`src/rtl/id_pkg.sv`:
```
`default_nettype none
// ============================================================================
// Module      : id_pkg
// Description : Shared opcode/function constants, field positions and
//               instruction classification for the id_stage_p decode stage.
// Revision    : 1.0
// ============================================================================
package id_pkg;

    localparam logic [5:0] OP_ALU = 6'b101010;
    localparam logic [5:0] OP_LD  = 6'b100000;
    localparam logic [5:0] OP_ST  = 6'b100001;
    localparam logic [5:0] OP_NOP = 6'b111100;

    localparam logic [5:0] FN_LD  = 6'b010000;
    localparam logic [5:0] FN_ST  = 6'b100000;
    localparam logic [5:0] FN_NOP = 6'b110000;

    localparam logic [3:0] FN_IMM_A = 4'b1011;
    localparam logic [3:0] FN_IMM_B = 4'b1101;
    localparam logic [3:0] FN_IMM_C = 4'b1111;

    // Instruction bit 0 is the MSB, so field positions are given as [31:0] highs.
    localparam int OPC_HI   = 31;
    localparam int RD_HI    = 25;
    localparam int RA_HI    = 20;
    localparam int RB_HI    = 15;
    localparam int PW_HI    = 10;
    localparam int FUNC_HI  = 3;
    localparam int IMM_HI   = 15;

    typedef enum logic [1:0] {
        CLS_ALU = 2'd0,
        CLS_LD  = 2'd1,
        CLS_ST  = 2'd2,
        CLS_NOP = 2'd3
    } op_class_e;

    function automatic op_class_e classify(input logic [5:0] op);
        case (op)
            OP_ALU:  return CLS_ALU;
            OP_LD:   return CLS_LD;
            OP_ST:   return CLS_ST;
            OP_NOP:  return CLS_NOP;
            default: return CLS_NOP;
        endcase
    endfunction

    function automatic logic is_imm_func(input logic [3:0] f);
        return (f == FN_IMM_A) || (f == FN_IMM_B) || (f == FN_IMM_C);
    endfunction

endpackage
`default_nettype wire

```
`src/rtl/id_stage_p_if.sv`:
```
`default_nettype none
// ============================================================================
// Module      : id_stage_p_if
// Description : IF/WB/EX-facing signal bundle of the decode stage.
// Revision    : 1.0
// ============================================================================
interface id_stage_p_if #(
    parameter int DATA_W = 64
);
    logic              IF_valid;
    logic [31:0]       IF_instruction;
    logic              ID_ready;
    logic              WB_wr_en;
    logic [4:0]        WB_rd;
    logic [DATA_W-1:0] WB_data;
    logic              ID_valid;
    logic              EX_ready;
    logic [5:0]        ID_function_bit;
    logic [4:0]        ID_rD;
    logic [4:0]        ID_PPPWW;
    logic [DATA_W-1:0] ID_rA_data;
    logic [DATA_W-1:0] ID_rB_data;
    logic              ID_wb_en;
    logic              ID_wmem_en;

    modport master (
        output IF_valid, IF_instruction, WB_wr_en, WB_rd, WB_data, EX_ready,
        input  ID_ready, ID_valid, ID_function_bit, ID_rD, ID_PPPWW,
               ID_rA_data, ID_rB_data, ID_wb_en, ID_wmem_en
    );

    modport slave (
        input  IF_valid, IF_instruction, WB_wr_en, WB_rd, WB_data, EX_ready,
        output ID_ready, ID_valid, ID_function_bit, ID_rD, ID_PPPWW,
               ID_rA_data, ID_rB_data, ID_wb_en, ID_wmem_en
    );
endinterface
`default_nettype wire

```
`src/rtl/id_regfile_p.sv`:
```
`default_nettype none
// ============================================================================
// Module      : id_regfile_p
// Description : NREGS x DATA_W register file, 2 read / 1 write ports.
//               Optional same-cycle write forwarding under ID_BYPASS_EN.
// Revision    : 1.0
// ============================================================================
module id_regfile_p #(
    parameter int DATA_W = 64,
    parameter int NREGS  = 32
) (
    input  wire logic              clk,
    input  wire logic              we,
    input  wire logic [4:0]        wa,
    input  wire logic [DATA_W-1:0] wd,
    input  wire logic [4:0]        ra,
    input  wire logic [4:0]        rb,
    output logic      [DATA_W-1:0] rd_a,
    output logic      [DATA_W-1:0] rd_b
);
    logic [DATA_W-1:0] mem [NREGS];

    always_ff @(posedge clk) begin
        if (we && (32'(wa) < NREGS)) begin
            mem[wa] <= wd;
        end
    end

    always_comb begin
        rd_a = '0;
        rd_b = '0;
        if (32'(ra) < NREGS) rd_a = mem[ra];
        if (32'(rb) < NREGS) rd_b = mem[rb];
`ifdef ID_BYPASS_EN
        if (we && (wa == ra) && (32'(ra) < NREGS)) rd_a = wd;
        if (we && (wa == rb) && (32'(rb) < NREGS)) rd_b = wd;
`endif
    end
endmodule
`default_nettype wire

```
`src/rtl/id_stage_p.sv`:
```
`default_nettype none
// ============================================================================
// Module      : id_stage_p
// Description : Decode stage with register file, RAW/WAW scoreboard and
//               valid/ready handshakes. Optional macro: ID_BYPASS_EN.
// Revision    : 1.0
// ============================================================================
module id_stage_p
    import id_pkg::*;
#(
    parameter int DATA_W = 64,
    parameter int NREGS  = 32
) (
    input  wire logic   clk,
    input  wire logic   rst,
    id_stage_p_if.slave bus
);
    logic [5:0]        opc;
    logic [4:0]        rd, ra, rb, pw;
    logic [3:0]        func;
    logic [15:0]       imm16;
    op_class_e         cls;
    logic              imm_form;
    logic [DATA_W-1:0] rd_a, rd_b;

    logic [5:0]        fn_d;
    logic              wb_d, wm_d, reads_a, reads_b;
    logic [DATA_W-1:0] a_d, b_d;

    logic [NREGS-1:0]  sb, sb_view, clr_mask, set_mask;
    logic              hazard, ready, accept;

    logic              out_valid, out_wb, out_wm;
    logic [5:0]        out_fn;
    logic [4:0]        out_rd, out_pw;
    logic [DATA_W-1:0] out_a, out_b;

    assign opc      = bus.IF_instruction[OPC_HI  -: 6];
    assign rd       = bus.IF_instruction[RD_HI   -: 5];
    assign ra       = bus.IF_instruction[RA_HI   -: 5];
    assign rb       = bus.IF_instruction[RB_HI   -: 5];
    assign pw       = bus.IF_instruction[PW_HI   -: 5];
    assign func     = bus.IF_instruction[FUNC_HI -: 4];
    assign imm16    = bus.IF_instruction[IMM_HI  -: 16];
    assign cls      = classify(opc);
    assign imm_form = is_imm_func(func);

    id_regfile_p #(.DATA_W(DATA_W), .NREGS(NREGS)) u_regfile (
        .clk  (clk),
        .we   (bus.WB_wr_en),
        .wa   (bus.WB_rd),
        .wd   (bus.WB_data),
        .ra   (ra),
        .rb   (rb),
        .rd_a (rd_a),
        .rd_b (rd_b)
    );

    always_comb begin
        fn_d    = FN_NOP;
        wb_d    = 1'b0;
        wm_d    = 1'b0;
        reads_a = 1'b0;
        reads_b = 1'b0;
        a_d     = '0;
        b_d     = '0;
        case (cls)
            CLS_ALU: begin
                fn_d    = {2'b00, func};
                wb_d    = 1'b1;
                reads_a = 1'b1;
                reads_b = !imm_form;
                a_d     = rd_a;
                b_d     = imm_form ? {{(DATA_W-5){1'b0}}, rb} : rd_b;
            end
            CLS_LD: begin
                fn_d = FN_LD;
                wb_d = 1'b1;
                b_d  = {{(DATA_W-16){1'b0}}, imm16};
            end
            CLS_ST: begin
                fn_d = FN_ST;
                wm_d = 1'b1;
                b_d  = {{(DATA_W-16){1'b0}}, imm16};
            end
            default: ;
        endcase
    end

    function automatic logic is_pending(input logic [NREGS-1:0] v, input logic [4:0] idx);
        return (32'(idx) < NREGS) && v[idx];
    endfunction

    always_comb begin
        clr_mask = '0;
        set_mask = '0;
        for (int i = 0; i < NREGS; i++) begin
            clr_mask[i] = bus.WB_wr_en && (bus.WB_rd == 5'(i));
            set_mask[i] = accept && wb_d && (rd == 5'(i));
        end
    end

`ifdef ID_BYPASS_EN
    // A write-back retiring this cycle no longer blocks its consumer.
    assign sb_view = sb & ~clr_mask;
`else
    assign sb_view = sb;
`endif

    assign hazard = bus.IF_valid &&
                    ((reads_a && is_pending(sb_view, ra)) ||
                     (reads_b && is_pending(sb_view, rb)) ||
                     (wb_d    && is_pending(sb_view, rd)));
    assign ready  = (!out_valid || bus.EX_ready) && !hazard;
    assign accept = bus.IF_valid && ready;

    always_ff @(posedge clk or negedge rst) begin
        if (!rst) begin
            sb        <= '0;
            out_valid <= 1'b0;
            out_fn    <= '0;
            out_rd    <= '0;
            out_pw    <= '0;
            out_a     <= '0;
            out_b     <= '0;
            out_wb    <= 1'b0;
            out_wm    <= 1'b0;
        end else begin
            // Set is applied after clear so a same-index collision stays pending.
            sb <= (sb & ~clr_mask) | set_mask;
            if (accept) begin
                out_valid <= 1'b1;
                out_fn    <= fn_d;
                out_rd    <= rd;
                out_pw    <= pw;
                out_a     <= a_d;
                out_b     <= b_d;
                out_wb    <= wb_d;
                out_wm    <= wm_d;
            end else if (bus.EX_ready) begin
                out_valid <= 1'b0;
            end
        end
    end

    assign bus.ID_ready        = ready;
    assign bus.ID_valid        = out_valid;
    assign bus.ID_function_bit = out_fn;
    assign bus.ID_rD           = out_rd;
    assign bus.ID_PPPWW        = out_pw;
    assign bus.ID_rA_data      = out_a;
    assign bus.ID_rB_data      = out_b;
    assign bus.ID_wb_en        = out_wb;
    assign bus.ID_wmem_en      = out_wm;
endmodule
`default_nettype wire

```
`src/flat_wrapper.sv`:
```
// flat-port wrapper written by rule: the top's interface ports become plain ports
module id_stage_p_flat import id_pkg::*;
#(
    parameter int DATA_W = 64,
    parameter int NREGS  = 32
)
  (clk, rst, bus_IF_valid, bus_IF_instruction, bus_WB_wr_en, bus_WB_rd, bus_WB_data, bus_EX_ready, bus_ID_ready, bus_ID_valid, bus_ID_function_bit, bus_ID_rD, bus_ID_PPPWW, bus_ID_rA_data, bus_ID_rB_data, bus_ID_wb_en, bus_ID_wmem_en);
  id_stage_p_if #(.DATA_W(DATA_W)) bus_i ();
  input  wire logic clk;
  input  wire logic rst;
  input wire logic [$bits(bus_i.IF_valid)-1:0] bus_IF_valid;
  input wire logic [$bits(bus_i.IF_instruction)-1:0] bus_IF_instruction;
  input wire logic [$bits(bus_i.WB_wr_en)-1:0] bus_WB_wr_en;
  input wire logic [$bits(bus_i.WB_rd)-1:0] bus_WB_rd;
  input wire logic [$bits(bus_i.WB_data)-1:0] bus_WB_data;
  input wire logic [$bits(bus_i.EX_ready)-1:0] bus_EX_ready;
  output wire logic [$bits(bus_i.ID_ready)-1:0] bus_ID_ready;
  output wire logic [$bits(bus_i.ID_valid)-1:0] bus_ID_valid;
  output wire logic [$bits(bus_i.ID_function_bit)-1:0] bus_ID_function_bit;
  output wire logic [$bits(bus_i.ID_rD)-1:0] bus_ID_rD;
  output wire logic [$bits(bus_i.ID_PPPWW)-1:0] bus_ID_PPPWW;
  output wire logic [$bits(bus_i.ID_rA_data)-1:0] bus_ID_rA_data;
  output wire logic [$bits(bus_i.ID_rB_data)-1:0] bus_ID_rB_data;
  output wire logic [$bits(bus_i.ID_wb_en)-1:0] bus_ID_wb_en;
  output wire logic [$bits(bus_i.ID_wmem_en)-1:0] bus_ID_wmem_en;
  assign bus_i.IF_valid = bus_IF_valid;
  assign bus_i.IF_instruction = bus_IF_instruction;
  assign bus_i.WB_wr_en = bus_WB_wr_en;
  assign bus_i.WB_rd = bus_WB_rd;
  assign bus_i.WB_data = bus_WB_data;
  assign bus_i.EX_ready = bus_EX_ready;
  assign bus_ID_ready = bus_i.ID_ready;
  assign bus_ID_valid = bus_i.ID_valid;
  assign bus_ID_function_bit = bus_i.ID_function_bit;
  assign bus_ID_rD = bus_i.ID_rD;
  assign bus_ID_PPPWW = bus_i.ID_PPPWW;
  assign bus_ID_rA_data = bus_i.ID_rA_data;
  assign bus_ID_rB_data = bus_i.ID_rB_data;
  assign bus_ID_wb_en = bus_i.ID_wb_en;
  assign bus_ID_wmem_en = bus_i.ID_wmem_en;
  id_stage_p #(.DATA_W(DATA_W), .NREGS(NREGS)) u_core (.clk(clk), .rst(rst), .bus(bus_i));
endmodule
```
`config.mk`:
```
export PLATFORM = sky130hd
export DESIGN_NAME = id_stage_p_flat
export DESIGN_NICKNAME = d
export VERILOG_FILES = /design/src/rtl/id_pkg.sv /design/src/rtl/id_stage_p_if.sv /design/src/rtl/id_regfile_p.sv /design/src/rtl/id_stage_p.sv /design/src/flat_wrapper.sv
export SDC_FILE = /design/constraint.sdc
export NUM_CORES = 2
export LEC_CHECK = 0
export ABC_CLOCK_PERIOD_IN_PS = 3650
export CAP_MARGIN = 20
export CORE_MARGIN = 3
export CORE_UTILIZATION = 62
export DETAILED_ROUTE_END_ITERATION = 10
export GPL_TIMING_DRIVEN = 1
export PLACE_DENSITY = 0.83
export SYNTH_ARGS = -nofsm -noshare
export SYNTH_HDL_FRONTEND = slang
export SYNTH_HIERARCHICAL = 1
export SYNTH_SLANG_ARGS = --single-unit
```
`constraint.sdc`:
```
create_clock -name clk -period 3.65 [get_ports clk]
set_input_delay 0.73 -clock clk [delete_from_list [all_inputs] [get_ports clk]]
set_output_delay 0.73 -clock clk [all_outputs]
set_load 0.05 [all_outputs]
```
# ---- After elaboration in Yosys (flattened, before gate mapping)
# Memory sizes are Yosys's and may differ from the RTL's.
# Cells that the tools add are included.
dict set report word_totals {
  register_bits 179
  ram_bits 2048
  inputBits 106
  output_inout_bits 148
  word_cells 190
  n_memories 1
}
# name depth word_bits read_ports rd_ports_with_merged_regs write_ports line_no
set mem_list {}
lappend mem_list {u_core.u_regfile.mem 32 64 2 0 1 id_regfile_p.sv:21} ;# logic [DATA_W-1:0] mem [NREGS];
dict set report classes {
  magnitude_cmp 3
  n_eq_ne 70
  n_mux 19
  bitwise_logic 3
  n_reduce_logical 85
}
# operator count
set ops {}
lappend ops {{5-bit == test, second input constant} 32}
lappend ops {{64-bit two-way mux} 2}
lappend ops {{64-bit case mux with 2 select lines} 1}
lappend ops {{5-bit by 4-bit == test with 1-bit output, second input constant} 16}
lappend ops {{1-bit logical AND} 71}
lappend ops {{5-bit by 3-bit == test with 1-bit output, second input constant} 8}
lappend ops {{32-bit bitwise AND} 1}
lappend ops {{32-bit NOT} 1}
lappend ops {{32-bit bitwise OR} 1}
lappend ops {{5-bit by 2-bit == test with 1-bit output, second input constant} 4}
lappend ops {{6-bit == test, second input constant} 3}
lappend ops {{5-bit by 6-bit < comparator with 1-bit output, second input constant} 3}
lappend ops {{6-bit case mux with 3 select lines} 1}
lappend ops {{1-bit binary-select mux with 5-bit select} 3}
lappend ops {{4-bit == test, second input constant} 3}
lappend ops {{1-bit two-way mux} 11}
lappend ops {{5-bit by 1-bit == test with 1-bit output, second input constant} 2}
lappend ops {{5-bit zero test} 2}
lappend ops {{2-bit case mux with 3 select lines} 1}
lappend ops {{1-bit logical OR} 5}
lappend ops {{2-bit OR reduction} 2}
lappend ops {{1-bit zero test} 3}
lappend ops {{2-bit by 1-bit == test with 1-bit output, second input constant} 1}
lappend ops {{2-bit == test, second input constant} 1}
lappend ops {{other kinds (2)} 2}

# ---- Longest topological paths before layout
dict set report logic_depth {
  ltp_word 15
  mapped_depth 13
  ltp_nobuf 10
}

# ---- By module
# Netlist, hierarchy kept.
# module instances cells_per_inst area_per_inst_um2 seq_area_each_um2
set by_module_without_submodules {}
lappend by_module_without_submodules {id_regfile_p 1 4313 94097.7 61499.0}
lappend by_module_without_submodules {id_stage_p 1 904 9081.2 4479.3}

# ---- Worst setup path after synthesis
# Ideal clock, no wire load.
dict set report synth_timing {
  path_kind {input to register}
  startpoint {input bus_WB_rd[1]}
  endpoint {memory u_core.u_regfile.mem[12][0], enable pin}
  setup_time_ns 0.486
  t_arrival_ns 4.066
  required_time_ns 3.164
  path_slack_ns -0.902
  stages 3
  n_path_buf 1
  path_cell_list {or3b_2 clkbuf_1 nor2_1}
}
# item line_no
set synth_rtl {}
lappend synth_rtl {{start: declaration} flat_wrapper.sv:14} ;# input wire logic [$bits(bus_i.WB_rd)-1:0] bus_WB_rd;
lappend synth_rtl {{end: declaration} id_regfile_p.sv:21}
# No word-level cell before the write port.

# ---- Final worst setup path
dict set report layout_timing {
  startpoint {input bus_IF_instruction[29]}
  endpoint {output bus_ID_ready}
}
dict set report layout_via {
  elab_chain_cells 10
  elab_cells_between_ends 18
  classes_between {4 x eq/ne; 4 x mux; 10 x reduce/logical}
}
# item line_no
set layout_lines {}
lappend layout_lines {{start: declaration} flat_wrapper.sv:12} ;# input wire logic [$bits(bus_i.IF_instruction)-1:0] bus_IF_instruction;
lappend layout_lines {{6-bit == test} id_pkg.sv:40} ;# case (op)
lappend layout_lines {{2-bit case mux with 3 select lines *} id_pkg.sv:40}
lappend layout_lines {{2-bit by 1-bit == test with 1-bit output or 2-bit zero test (tied branches)} id_stage_p.sv:67} ;# case (cls)
lappend layout_lines {{2-bit OR reduction (no source line) or 1-bit two-way mux (tied branches)} --}
lappend layout_lines {{1-bit two-way mux (tied with other cells)} id_stage_p.sv:67}
lappend layout_lines {{1-bit logical AND or 1-bit logical OR (tied branches)} {id_stage_p.sv:113, id_stage_p.sv:111}}
lappend layout_lines {{1-bit logical OR *} id_stage_p.sv:112} ;# (reads_b && is_pending(sb_view, rb)) ||
lappend layout_lines {{1-bit logical AND *} id_stage_p.sv:110} ;# assign hazard = bus.IF_valid &&
lappend layout_lines {{1-bit zero test *} id_stage_p.sv:114} ;# assign ready = (!out_valid || bus.EX_ready) && !hazard;
lappend layout_lines {{1-bit logical AND *} id_stage_p.sv:114}
lappend layout_lines {{end: declaration} flat_wrapper.sv:17} ;# output wire logic [$bits(bus_i.ID_ready)-1:0] bus_ID_ready;
# Every way passes the cells marked *; elsewhere a longest branch is shown, timed or not.

==> impl_metrics.tcl <==
set metrics [dict create \
    final_common_cell "edfxtp_1" \
    portBuffers 253 \
    critPathCaptureType "primary output" \
    grt_start_max_net_pins 101 \
    power_leakage_uw 0.03939 \
    fmax_mhz 275.0 \
    finalClockSkew_ps 48.20 \
    cts_made_buffers 216 \
    syn_area_per_cell_sq_um 19.78 \
    setup_violations 0 \
    worst_hold_slack_ps 451.4 \
    period_needed_ps 3637 \
    rsz0062_at_grt "true" \
    ys_warn_count 6 \
    row_count 149 \
    drive_above_1_share_pct 33.04 \
    cts_tree "yes" \
    synth_ff_type "edfxtp_1" \
    ys_seq_area_share_pct 63.95 \
    power_frac_seq_pct 50.0 \
    core_sq_mm 0.1652 \
    syn_area_sq_mm 0.1032 \
    arrival_ps 2910 \
    hold_viol_final 0 \
    final_cell_mix "2,048 x edfxtp_1, 1,045 x mux4_2, 518 x mux2i_1" \
    switching_share_pct 23.16 \
    synth_top_area_share_pct 59.60 \
    regArea_sq_mm 0.06598 \
    die_w_microns 413.9 \
    grt_overflow 0 \
    ant_nets 0 \
    antenna_found_initial 14 \
    area_growth_pct 15.38 \
    power.density_mw_per_mm2 477.5 \
    intPower_uw 43680 \
    synth_area_leaders "edfxtp_1 60%, mux4_2 23%, mux2i_1 5.0%" \
    status "complete, no violations" \
    grt_pass1_wl_microns 460900 \
    clkSinkCount 2227 \
    maxCapViolations 0 \
    remaining_drc_errors 0 \
    syn_inst 5217 \
    htreeDepth 4 \
    worst_pin_slew_ps 1206 \
    hpwl_microns 186000 \
    vias_per_cell 7.734 \
    clkPwrFrac_pct 40.6 \
    clkTransAtPathRegs_ps 60 \
    cts_root_buf "clkbuf_16" \
    fin_nets 5794 \
    fin_crit_sh_pct 99.64 \
    ir_drop_v 0.0005092 \
    synth-edff-count 2048 \
    slew_viol_final 0 \
    die_h_microns 413.9 \
    crit_type "in2out" \
    ys_ff_latch 2227 \
    crit_path_start_kind "input port" \
    clkLatencyLatePin_ps 890 \
    cts_max_path_buffers 3 \
    dr_total_vias 62490 \
    utilization_pct 72.07 \
    worstRegToRegCells 9 \
    cp_max_fo 4 \
    globalRouteTotalUtil_pct 38.15 \
    slew_headroom_pct 19.44 \
    die-area_sq_mm 0.1714 \
    fill_cells 9148 \
    dr.pass1.iters 6 \
    synth_top_area_cell "edfxtp_1" \
    combPwrFrac_pct 9.4 \
    grt_pass1_vias 63810 \
    multi_input_area_sq_mm 0.03502 \
    routed_wl_microns 324200 \
    synth_cell_types 56 \
    synthesis.nets 5325 \
    routedWlPerCell_microns 40.12 \
    first_iter_violations 10150 \
    io_pins 254 \
    start_util_pct 62.47 \
    cp.required_ps 2920 \
    hp-class "in2async" \
    async_flop_share_pct 8.038 \
    p_sw_uw 13170 \
    place.gp.congestion 0.8992 \
]
[cell type report]
type,count,area share [%]
Antenna cell,14,0.02943
Clock buffer,278,4.899
Clock inverter,131,1.225
Inverter,126,0.4057
Multi-Input combinational cell,2464,29.42
Sequential cell,2227,55.42
Tap cell,2189,2.301
Timing Repair Buffer,651,6.302
[worst max-delay path: stages]
cell and delay [ps]:
buf_2 110, or4b_4 550, nor2_4 150, nand2_2 100
ha_4 190, inv_4 80, a21oi_4 60, a311o_1 330
a211o_1 270, nand3_2 100, a21boi_2 80, buf_12 150
[power groups by stage]
stage | Sequential [uW] | Combinational [uW] | Clock, uW
after floorplan | 29100 | 2960 | 0
after global placement | 28900 | 5070 | 0
after detailed placement | 28900 | 5160 | 0
after CTS | 28400 | 5250 | 23200
after global routing | 28400 | 5540 | 24100
final | 28400 | 5370 | 23100
[path summary, 6_finish.rpt]
kind	from	end	slack [ps]
max	bus_IF_instruction[29]	bus_ID_ready	10
min	rst	u_core/sb[7]$_DFF_PN0_	450
max reg2reg	u_core/sb[15]$_DFF_PN0_	u_core/bus.ID_rA_data[34]$_DFFE_PN0P_	720
min reg2reg	u_core/bus.ID_rB_data[5]$_DFFE_PN0P_	u_core/bus.ID_rB_data[5]$_DFFE_PN0P_	500
max in group asynchronous	rst	u_core/bus.ID_rB_data[33]$_DFFE_PN0P_	2260
min in group clk	bus_IF_instruction[3]	u_core/bus.ID_function_bit[3]$_DFFE_PN0P_	480
[per-stage QoR]
stage                     std cells  setup slack (ps)  TNS [ps]  power (uW)  area, sq um
after floorplan                5217            -902.2  -1236470       32020       103200
after global placement         7641            -559.7    -59350       33970       111500
after detailed placement       7641            -543.8    -60790       34100       111500
after CTS                      8053             3.242         0       56830       118800
after global routing           8073            -81.47    -81.47       58110       119000
final                          8080             13.20         0       56850       119100
[cells in the mapped netlist, types with 45 or more instances]
master    instances
o21ai_0          67
dfrtp_1         179
nand2_1         219
mux2_2           83
inv_1           125
buf_4            84
mux4_2         1045
a221oi_1         93
clkbuf_1        117
buf_2           136
nor2_1           71
edfxtp_1       2048
buf_1            45
mux2i_1         518
[repair_timing]
item / 4_1_cts / 5_1_grt
endpoints found under the setup margin: 1 / 1
endpoints found under the hold margin: 98 / 0
setup buffers: 2 / 6
hold buffers: 1 / 0
resized for setup: 24 / 10
pin swaps: 6 / 10
[flip-flops by register name (all words and copies together) (netlist names)]
signal and cells:
u_core/bus.ID_rA_data 64, u_core/bus.ID_rD 5, u_core/bus.ID_PPPWW 5, u_core/sb 32, u_core/u_regfile/mem 2048, u_core/bus.ID_function_bit 6, u_core/bus.ID_wmem_en 1, u_core/bus.ID_wb_en 1
u_core/bus.ID_rB_data 64, u_core/bus.ID_valid 1
[metal layers]
metal	up-vias	routed length (microns)	track usage [%]
met5	-	86	0.1131
met4	12	23880	22.53
met3	1454	50170	11.19
met2	6113	149300	57.34
met1	31740	100800	50.30
li1	23180	-	-
[cells by family after synthesis]
logic type,after synthesis,share of synthesized area (%)
mux,1652,28.81
simple gates,420,1.823
flops,2227,63.95
buf+inv,526,2.509
fa+ha+maj,2,0.02425
compound gates,390,2.892
Power figures use the tool's default switching activity.
